$ cat src/rtl/node_accum.sv
`default_nettype none
// ============================================================================
// Module      : node_accum
// Description : Streaming dot-product accumulator with threshold decision and
//               term-count check. Optional macro NODE_ACCUM_ERRCNT_EN adds a
//               saturating 8-bit count of length errors on err_count.
// Revision    : 1.0 - initial release
// ============================================================================
module node_accum #(
  parameter int WIDTH_P = 15,
  parameter int N_TERMS = 8,
  localparam int WIDTH_ACC = WIDTH_P + $clog2(N_TERMS)
) (
  input  logic                        clk,
  input  logic                        reset,
  input  logic                        p_valid,
  input  logic signed [WIDTH_P-1:0]   p,
  input  logic                        p_last,
  output logic                        p_ready,
  input  logic signed [WIDTH_ACC-1:0] threshold,
  output logic                        out_valid,
  input  logic                        out_ready,
  output logic signed [WIDTH_ACC-1:0] sum_out,
  output logic                        decision,
  output logic                        err_len,
  output logic [7:0]                  err_count
);

  localparam int c_CNT_W = $clog2(N_TERMS + 1);
  localparam logic [c_CNT_W-1:0] c_N_TERMS = c_CNT_W'(N_TERMS);

  typedef enum logic [1:0] {
    S_IDLE  = 2'd0,
    S_ACCUM = 2'd1,
    S_HOLD  = 2'd2
  } state_t;

  state_t                      r_state;
  logic signed [WIDTH_ACC-1:0] r_acc;
  logic signed [WIDTH_ACC-1:0] r_sum;
  logic [c_CNT_W-1:0]          r_count;
  logic                        r_out_valid;
  logic                        r_decision;
  logic                        r_err_len;

  logic                        w_accept;
  logic                        w_cont;
  logic                        w_full;
  logic                        w_done;
  logic                        w_err;
  logic signed [WIDTH_ACC-1:0] w_p_ext;
  logic signed [WIDTH_ACC-1:0] w_new_acc;
  logic [c_CNT_W-1:0]          w_new_cnt;

  assign p_ready   = (r_state == S_HOLD) ? out_ready : 1'b1;
  assign w_accept  = p_valid & p_ready;
  assign w_cont    = (r_state == S_ACCUM);
  assign w_p_ext   = {{(WIDTH_ACC-WIDTH_P){p[WIDTH_P-1]}}, p};
  // A term taken in IDLE or HOLD starts a fresh vector from zero.
  assign w_new_acc = (w_cont ? r_acc : '0) + w_p_ext;
  assign w_new_cnt = (w_cont ? r_count : '0) + c_CNT_W'(1);
  assign w_full    = (w_new_cnt == c_N_TERMS);
  assign w_done    = p_last | w_full;
  // Clean only when p_last lands exactly on the N-th term.
  assign w_err     = p_last ^ w_full;

  always_ff @(posedge clk or negedge reset) begin
    if (!reset) begin
      r_state     <= S_IDLE;
      r_acc       <= '0;
      r_count     <= '0;
      r_sum       <= '0;
      r_out_valid <= 1'b0;
      r_decision  <= 1'b0;
      r_err_len   <= 1'b0;
    end else if (w_accept) begin
      if (w_done) begin
        r_sum       <= w_new_acc;
        r_decision  <= (w_new_acc > threshold);
        r_err_len   <= w_err;
        r_out_valid <= 1'b1;
        r_acc       <= '0;
        r_count     <= '0;
        r_state     <= S_HOLD;
      end else begin
        r_acc       <= w_new_acc;
        r_count     <= w_new_cnt;
        r_out_valid <= 1'b0;
        r_state     <= S_ACCUM;
      end
    end else if ((r_state == S_HOLD) && out_ready) begin
      r_out_valid <= 1'b0;
      r_state     <= S_IDLE;
    end
  end

  assign out_valid = r_out_valid;
  assign sum_out   = r_sum;
  assign decision  = r_decision;
  assign err_len   = r_err_len;

`ifdef NODE_ACCUM_ERRCNT_EN
  logic [7:0] r_err_count;

  always_ff @(posedge clk or negedge reset) begin
    if (!reset) begin
      r_err_count <= 8'd0;
    end else if (w_accept && w_done && w_err && (r_err_count != 8'hFF)) begin
      r_err_count <= r_err_count + 8'd1;
    end
  end

  assign err_count = r_err_count;
`else
  assign err_count = 8'd0;
`endif

endmodule
`default_nettype wire

$ cat config.mk
export PLATFORM = sky130hd
export DESIGN_NAME = node_accum
export DESIGN_NICKNAME = d
export VERILOG_FILES = /design/src/rtl/node_accum.sv
export SDC_FILE = /design/constraint.sdc
export NUM_CORES = 1
export LEC_CHECK = 0
export BUFFER_PORTS_ARGS = -buffer_cell sky130_fd_sc_hd__buf_4
export CORE_MARGIN = 2
export CORE_UTILIZATION = 56
export DETAILED_ROUTE_END_ITERATION = 10
export GPL_TIMING_DRIVEN = 1
export PLACE_DENSITY = 0.87
export SYNTH_ARGS = -nofsm -noshare
export SYNTH_HDL_FRONTEND = slang
export SYNTH_SLANG_ARGS = --single-unit
$ cat constraint.sdc
create_clock -name clk -period 4.5 [get_ports clk]
set_input_delay 0 -clock clk [delete_from_list [all_inputs] [get_ports clk]]
set_output_delay 0 -clock clk [all_outputs]
set_load 0.005 [all_outputs]
Word-level counts from Yosys, hierarchy flattened
Cells that the tools add are included.
- latch bits: 0
- input port bits: 38
- logic and storage cells: 30
- output and inout port bits: 30
- bits in read-only memories: 0
- register bits: 45
- RAM bits: 0
- memories kept: 0
- shift-type cells: 0
- reduce and logical (&&, ||, !) cells: 3
- div/mod/pow operators: 0
- muxes and demuxes: 11
- eq/ne operators: 3
- $mul: 0
- magnitude comparators: 1
- $add $sub $neg: 2
- bitwise operators: 3
- operator list (kind ; count):
    2-to-1 mux 18 bit ; 2
    adder 18 bit ; 1
    greater-than comparator 18 bit ; 1
    2-to-1 mux 4 bit ; 2
    2-to-1 mux 2 bit ; 3
    adder 4 x 1 -> 4 bit (second input constant) ; 1
    equality test 4 bit (second input constant) ; 1
    2-to-1 mux 1 bit ; 4
    equality test 2 x 1 -> 1 bit (second input constant) ; 1
    equality test 2 bit (second input constant) ; 1
    AND reduction 2 bit ; 1
    nonzero test 2 bit ; 1
    bitwise AND 1 bit ; 1
    logical AND 1 bit ; 1
    bitwise OR 1 bit ; 1
    XOR 1 bit ; 1

Longest topological paths before layout
Gate-level depths: netlist (run 1).
- depth after elaboration: 7
- gate-level depth with buffers: 20
- mapped depth without buffers: 19

Least setup slack after synthesis (run 1)
Ideal clock, no wire load.
- kind: register -> register
- start: register r_state[0]
- end: register r_decision, in the netlist decision
- stages on the path, launching flop included: 21
- period minus slack after synthesis: 3.581 ns
- slack: 0.919 ns
- setup time: 0.120 ns
- data arrival time: 3.460 ns
- data required time: 4.380 ns
- cell sequence: dfrtp_1 > inv_1 > nor2_1 > clkbuf_1 > and2_1 > ha_1 > fa_1 > a21o_1 > nand4_1 > nand2_1 > a31oi_1 > o21ai_0 > xor2_1 > ha_1 > a21o_1 > a21oi_1 > o21ai_0 > o21a_1 > o21ai_0 > nand4b_1 > a41o_1
- elaborated cells between the ends (all ways): 12
- RTL lines (element ; RTL line ; text):
    from (decl) ; 38 ; state_t r_state;
    from (signal assigned) ; 69 ; r_state <= S_IDLE;
    from (signal assigned) ; 84 ; r_state <= S_HOLD;
    from (signal assigned) ; 89 ; r_state <= S_ACCUM;
    equality test 2 x 1 -> 1 bit ; 57 ; assign w_cont = (r_state == S_ACCUM);
    2-to-1 mux 18 bit ; 60 ; assign w_new_acc = (w_cont ? r_acc : '0) + w_p_ext;
    adder 18 bit ; 60 ;
    named net w_new_acc[10] ; 52 ; logic signed [WIDTH_ACC-1:0] w_new_acc;
    greater-than comparator 18 bit ; 79 ; r_decision <= (w_new_acc > threshold);
    to (signal assigned) ; 79 ;
    to (decl) ; 43 ; logic r_decision;
The timed path passes the listed nets, and every way through them passes these cells.
A chain may end at the register's enable or synchronous reset.

Final worst setup path (run 1)
Same ends and word-level chain as after synthesis.

==> run metrics, run 1 <==
run status finished, final reports clean; most numerous cell in the Yosys netlist dfrtp_1; final period utilization 0.898; Fin. Hold Viols 0; Final Non-Filler Cells 482; Post-DP Area 3750 um2; Rel. slew slack 0.388; I/O Pins 68; crit-path max FO 24; grt total ovfl 0; Synth Warn # 0; clk buf depth 2; post-DP HPWL 5890 um; Power, Total 1.29 mW; Least-Margin Pin Slew 914 ps; Routed Wire Length 7850 um; area leader, netlist dfrtp_1; Final Wtd Congestion 0.906; clk slew on worst S/H paths 90 ps; cell area after synthesis 3290 um2; clk root buf clkbuf_8; Num CTS Buffers 5; DRC Markers 0; routing usage on met2 0.434; Clock Latency Late Sink 310 ps; final setup TNS 0 ps; Post-synth EDFFs 0; drt wl/cell 16.3 um; First-pass DRT Iterations 5; die height 80.6 um; GR Layer Usage met3 0.0551; H-tree levels 2; CP endpoint kind flop; Tmin final 4040 ps; Main synth FF type dfrtp_1; Die X 80.6 um; top cell type's share of synthesized area 0.335; fraction of registers with async set/reset 1.00; Clock Sinks 44; vias per inst 5.80; synthesized flop and latch total 44; WS Path Type flop to flop; met1 Track Usage GR 0.328; Commonest cells post-synth 44 x dfrtp_1, 37 x ha_1, 28 x nand2_1; WP data arrival 4240 ps; largest net degree at the start of global routing 45; Netlist cell types 49; Antenna Cells 0; proportion of layout cells with a drive suffix above 1 0.237; critical path required time 4700 ps; initial antenna violation count 0; Syn Inst Count 352; vias in the first global route 2770; first-pass GRT wire length 12800 um; Final setup viols 0; RSZ-0062 raised after global routing false; FMAX 0.248 GHz; CTS tree built; Peak supply drop 0.302 mV; worst hold margin 90.0 ps; Rows 27; Area Growth Syn to Fin 18.6%; Setup WS post-layout 461 ps; worst slack, placed 570 ps; GR Util All Layers 0.258; critical path startpoint category flop; Routed Antenna Nets 0; Final Max Tran Viols 0; Hold Path Class primary input to flop; Cells after DPL 471; Pwr per Cell Area 331 nW/um2; Finished Core Util 0.699; Layout Cell Area excl Fill 3900 um2; port bufs 59; First DRT Iteration DRCs 166; ranking of synthesized cells by area dfrtp_1 34%, ha_1 14%, mux2_2 6.2%; Core ar. 5570 um2; DR vias 2797; part of the Yosys area used for sequential elements 0.335; Die Area 6500 um2; Starting Density 0.589; Leakage 2.02 nW; syn_area_per_cell 9.33 um2; GRT Max-Usage Layer met2; max cap viols 0; Clock Skew 6.43 ps; Final nets 485
-- report_power, final --
part,internal (mW),switching [mW]
logic,0.235,0.220
clock network,0.167,0.151
registers,0.472,0.0454
-- worst max-delay path, stage by stage, from the launching register on --
cell and delay [ps]:
dfrtp_1 380, inv_1 80, nor2_1 40, buf_4 200, and2_1 180, ha_1 220, fa_1 420, a21o_1 210
nand4_1 90, nand2_1 130, a31oi_1 230, nor4_1 110, xnor2_1 370, inv_1 90, ha_1 320, nand2_1 70
o21ai_0 80, o21a_1 170, o21ai_0 140, nand4b_1 130, a41o_1 250
-- path summary, 6_finish.rpt --
path                                     endpoint  slack, ps                    from  cells after the start
max in group asynchronous   r_acc[11]$_DFFE_PN0P_       3880                   reset                      2
setup reg to reg             decision$_DFFE_PN0P_        460  r_state[0]$_DFFE_PN0P_                     20
setup / recovery             decision$_DFFE_PN0P_        460  r_state[0]$_DFFE_PN0P_                     20
hold / removal             sum_out[0]$_DFFE_PN0P_         90                    p[0]                      3
hold reg to reg              r_acc[0]$_DFFE_PN0P_        500    r_acc[0]$_DFFE_PN0P_                      2
min in group asynchronous    r_acc[7]$_DFFE_PN0P_        230                   reset                      2
-- sequential cells by signal, summed over array words and instances (netlist names) --
register,flops
r_acc,18
sum_out,18
r_count,4
r_state,2
decision,1
err_len,1
-- layer usage --
layer	share of wire	up-vias
met2	0.49	111
met5	0	-
li1	-	1355
met3	0.063	12
met1	0.43	1319
met4	0.016	0
-- final cells by class --
cell class	instances	area [um2]
clock buffers	5	68.8
clock inverters	3	46.3
fillers	451	1680
inverters	23	86.3
multi-input cells	270	2010
flip-flops and latches	44	1100
well taps	72	90.1
repair buffers	65	495
-- cell usage in the layout, fill, tap and decap left out, types with 2 or more instances in the layout --
| master | n |
|---|---|
| buf_4 | 62 |
| dfrtp_1 | 44 |
| ha_1 | 37 |
| nand2_1 | 28 |
| inv_1 | 23 |
| and2_1 | 23 |
| a21oi_1 | 20 |
| nor2_1 | 19 |
| mux2_2 | 18 |
| o21ai_0 | 15 |
| a22o_1 | 13 |
| a21o_1 | 11 |
| xnor2_1 | 9 |
| nand4_1 | 9 |
| nand3_1 | 8 |
| conb_1 | 8 |
| xor2_1 | 7 |
| clkbuf_8 | 5 |
| a31oi_1 | 4 |
| o31ai_1 | 4 |
| o21a_1 | 3 |
| nor2b_1 | 3 |
| dlygate4sd3_1 | 3 |
| a211oi_1 | 2 |
| o21ai_1 | 2 |
| a31o_2 | 2 |
| nor3_1 | 2 |
| mux2i_1 | 2 |
-- logic make-up after synthesis --
kind of cell,synth area share
simple gates,0.152
compound gates,0.183
buf+inv,0.0617
flops,0.335
fa+ha+maj,0.147
mux,0.0724
xor+xnor,0.0476
other cells,0.00114
-- what timing repair did --
action,CTS,global route
endpoints found under the hold margin,47,0
gates resized for setup,0,0
buffers inserted,0,0
hold buffers,3,0
Note: power is estimated with default switching activity, not from simulation.
==> run 2, diff against run 1 <==
--- a/config.mk
+++ b/config.mk
@@ -11,6 +11,7 @@
 export DETAILED_ROUTE_END_ITERATION = 10
 export GPL_TIMING_DRIVEN = 1
 export PLACE_DENSITY = 0.87
+export REMOVE_ABC_BUFFERS = 1
 export SYNTH_ARGS = -nofsm -noshare
 export SYNTH_HDL_FRONTEND = slang
 export SYNTH_SLANG_ARGS = --single-unit
==> run 2 against run 1 <==
- register-to-register slack lost 180 ps
- setup slack got worse by 180 ps
- sequential power is essentially flat
- count of clock-buffer cells in the layout is 1 higher
- hold slack better by 16 ps
- non-clock buffer count decreased by 1
- critical endpoint unchanged
- largest cell class unchanged
- highest routed layer unchanged
==> run metrics, run 2 (synthesis gave the netlist of run 1 again) <==
run status finished, final reports clean; clk slew on worst S/H paths 80 ps (about the same); Cells after DPL 470 (-0.21%); WS Path Type flop to flop; max cap viols 0 (unchanged); Resized Gates After CTS 0 (unchanged); Finished Core Util 0.691 (-0.00763); commonest non-fill, non-tap cell in the layout buf_4; Clock Skew 5.54 ps (-0.889 ps); grt total ovfl 0 (unchanged); FMAX 0.237 GHz (-4.2%); clk root buf clkbuf_8; Core ar. 5570 um2 (unchanged); Pwr per Cell Area 312 nW/um2 (-5.7%); DR vias 2770 (-0.97%); GR Util All Layers 0.263 (+0.00555); Clock Latency Late Sink 290 ps (-20 ps); Final nets 484 (-0.21%); First-pass DRT Iterations 4 (-1); vias per inst 5.77 (-0.55%); critical path required time 4690 ps (about the same); Rel. slew slack 0.344 (-0.0448); clk buf depth 2 (unchanged); Final setup viols 0 (unchanged); proportion of layout cells with a drive suffix above 1 0.233 (-0.00374); Clock Sinks 44 (unchanged); Rows 27 (unchanged); Fin. Hold Viols 0 (unchanged); post-DP HPWL 5980 um (+1.4%); Antenna Cells 0 (unchanged); Starting Density 0.589 (unchanged); port bufs 59 (unchanged); Tmin final 4220 ps (+176 ps); Area Growth Syn to Fin 17.3%; Leakage 2.00 nW (-0.92%); CP endpoint kind flop; Post-DP Area 3750 um2 (-0.13%); critical path startpoint category flop; Final Wtd Congestion 0.831 (-8.2%); RSZ-0062 raised after global routing false; Routed Antenna Nets 0 (unchanged); initial antenna violation count 0 (unchanged); Least-Margin Pin Slew 982 ps (+68.2 ps); Num CTS Buffers 5 (unchanged); Die X 80.6 um (unchanged); Power, Total 1.20 mW (-6.7%); WP data arrival 4410 ps (+170 ps); drt wl/cell 16.4 um (+0.90%); Peak supply drop 0.240 mV (-20%); I/O Pins 68 (unchanged); Final Max Tran Viols 0 (unchanged); largest net degree at the start of global routing 45 (unchanged); DRC Markers 0 (unchanged); CTS tree built; First DRT Iteration DRCs 147 (-11%); final period utilization 0.937 (+0.0392); die height 80.6 um (unchanged); Routed Wire Length 7880 um (+0.48%); vias in the first global route 2812 (+1.5%); Fill cells 439 (-2.7%); Final Non-Filler Cells 480 (-0.41%); Die Area 6500 um2 (unchanged); first-pass GRT wire length 13100 um (+1.6%); crit-path max FO 14 (-42%); commonest non-fill, non-tap cells in the layout 61 x buf_4, 44 x dfrtp_1, 37 x ha_1, 28 x nand2_1; Hold Path Class primary input to flop; H-tree levels 2 (unchanged); final setup TNS 0 ps (unchanged); Layout Cell Area excl Fill 3850 um2 (-1.1%)
==> run 2: timing repair <==
action	4_1_cts	5_1_grt
hold buffers	3	0
setup buffers	0	0
endpoints found under the hold margin	46	0
==> run 2: final timing paths <==
check	startpoint	endpoint	slack, ps	cells past startpoint
worst max-delay path	r_state[1]$_DFFE_PN0P_	decision$_DFFE_PN0P_	280	18
worst min-delay path	p[0]	sum_out[0]$_DFFE_PN0P_	110	3
worst max register to register	r_state[1]$_DFFE_PN0P_	decision$_DFFE_PN0P_	280	18
worst min register to register	r_acc[2]$_DFFE_PN0P_	r_acc[2]$_DFFE_PN0P_	470	2
max in group asynchronous	reset	err_len$_DFFE_PN0P_	3870	2
min in group asynchronous	reset	sum_out[1]$_DFFE_PN0P_	250	2
==> run 2: per-layer routing <==
| metal | track usage | part of all wire | vias up |
|---|---|---|---|
| met5 | 0 | 0 | - |
| met4 | 0.0814 | 0.015 | 0 |
| met3 | 0.0326 | 0.050 | 11 |
| met2 | 0.448 | 0.50 | 99 |
| met1 | 0.349 | 0.44 | 1313 |
| li1 | - | - | 1347 |
==> run 2: layout make-up <==
type,count,area [um2],share of cell area
Multi-Input combinational cell,270,2010,0.522
Sequential cell,44,1100,0.286
Timing Repair Buffer,64,488,0.127
Tap cell,72,90.1,0.0234
Inverter,23,86.3,0.0224
Clock buffer,6,72.6,0.0188
Clock inverter,1,5.00,0.00130
==> run 2: worst max-delay path: stages, from the launching register on <==
cell,delay [ps]
dfrtp_1,430
nor2_1,540
buf_4,320
and2_1,150
ha_1,310
a211o_1,370
nor2_1,100
nand3_1,80
a31oi_1,190
nor4_1,100
xnor2_1,310
inv_1,90
ha_1,310
nand2_1,70
o21ai_0,70
o21a_1,160
o21ai_0,160
nand4b_1,110
a41o_1,240
==> run 2: report_power, final <==
part	internal (mW)	switching (mW)
Combinational	0.234	0.218
Sequential	0.472	0.0442
Clock	0.106	0.130
Total	0.811	0.392
==> run 2: metrics by stage <==
step / setup WS, ps / hold slack [ps]
final: 284 / 106
after global routing: 31.6 / 109
after CTS: 335 / 101
after detailed placement: 365 / 32.2
after global placement: 511 / 26.5
after floorplan: 776 / -296
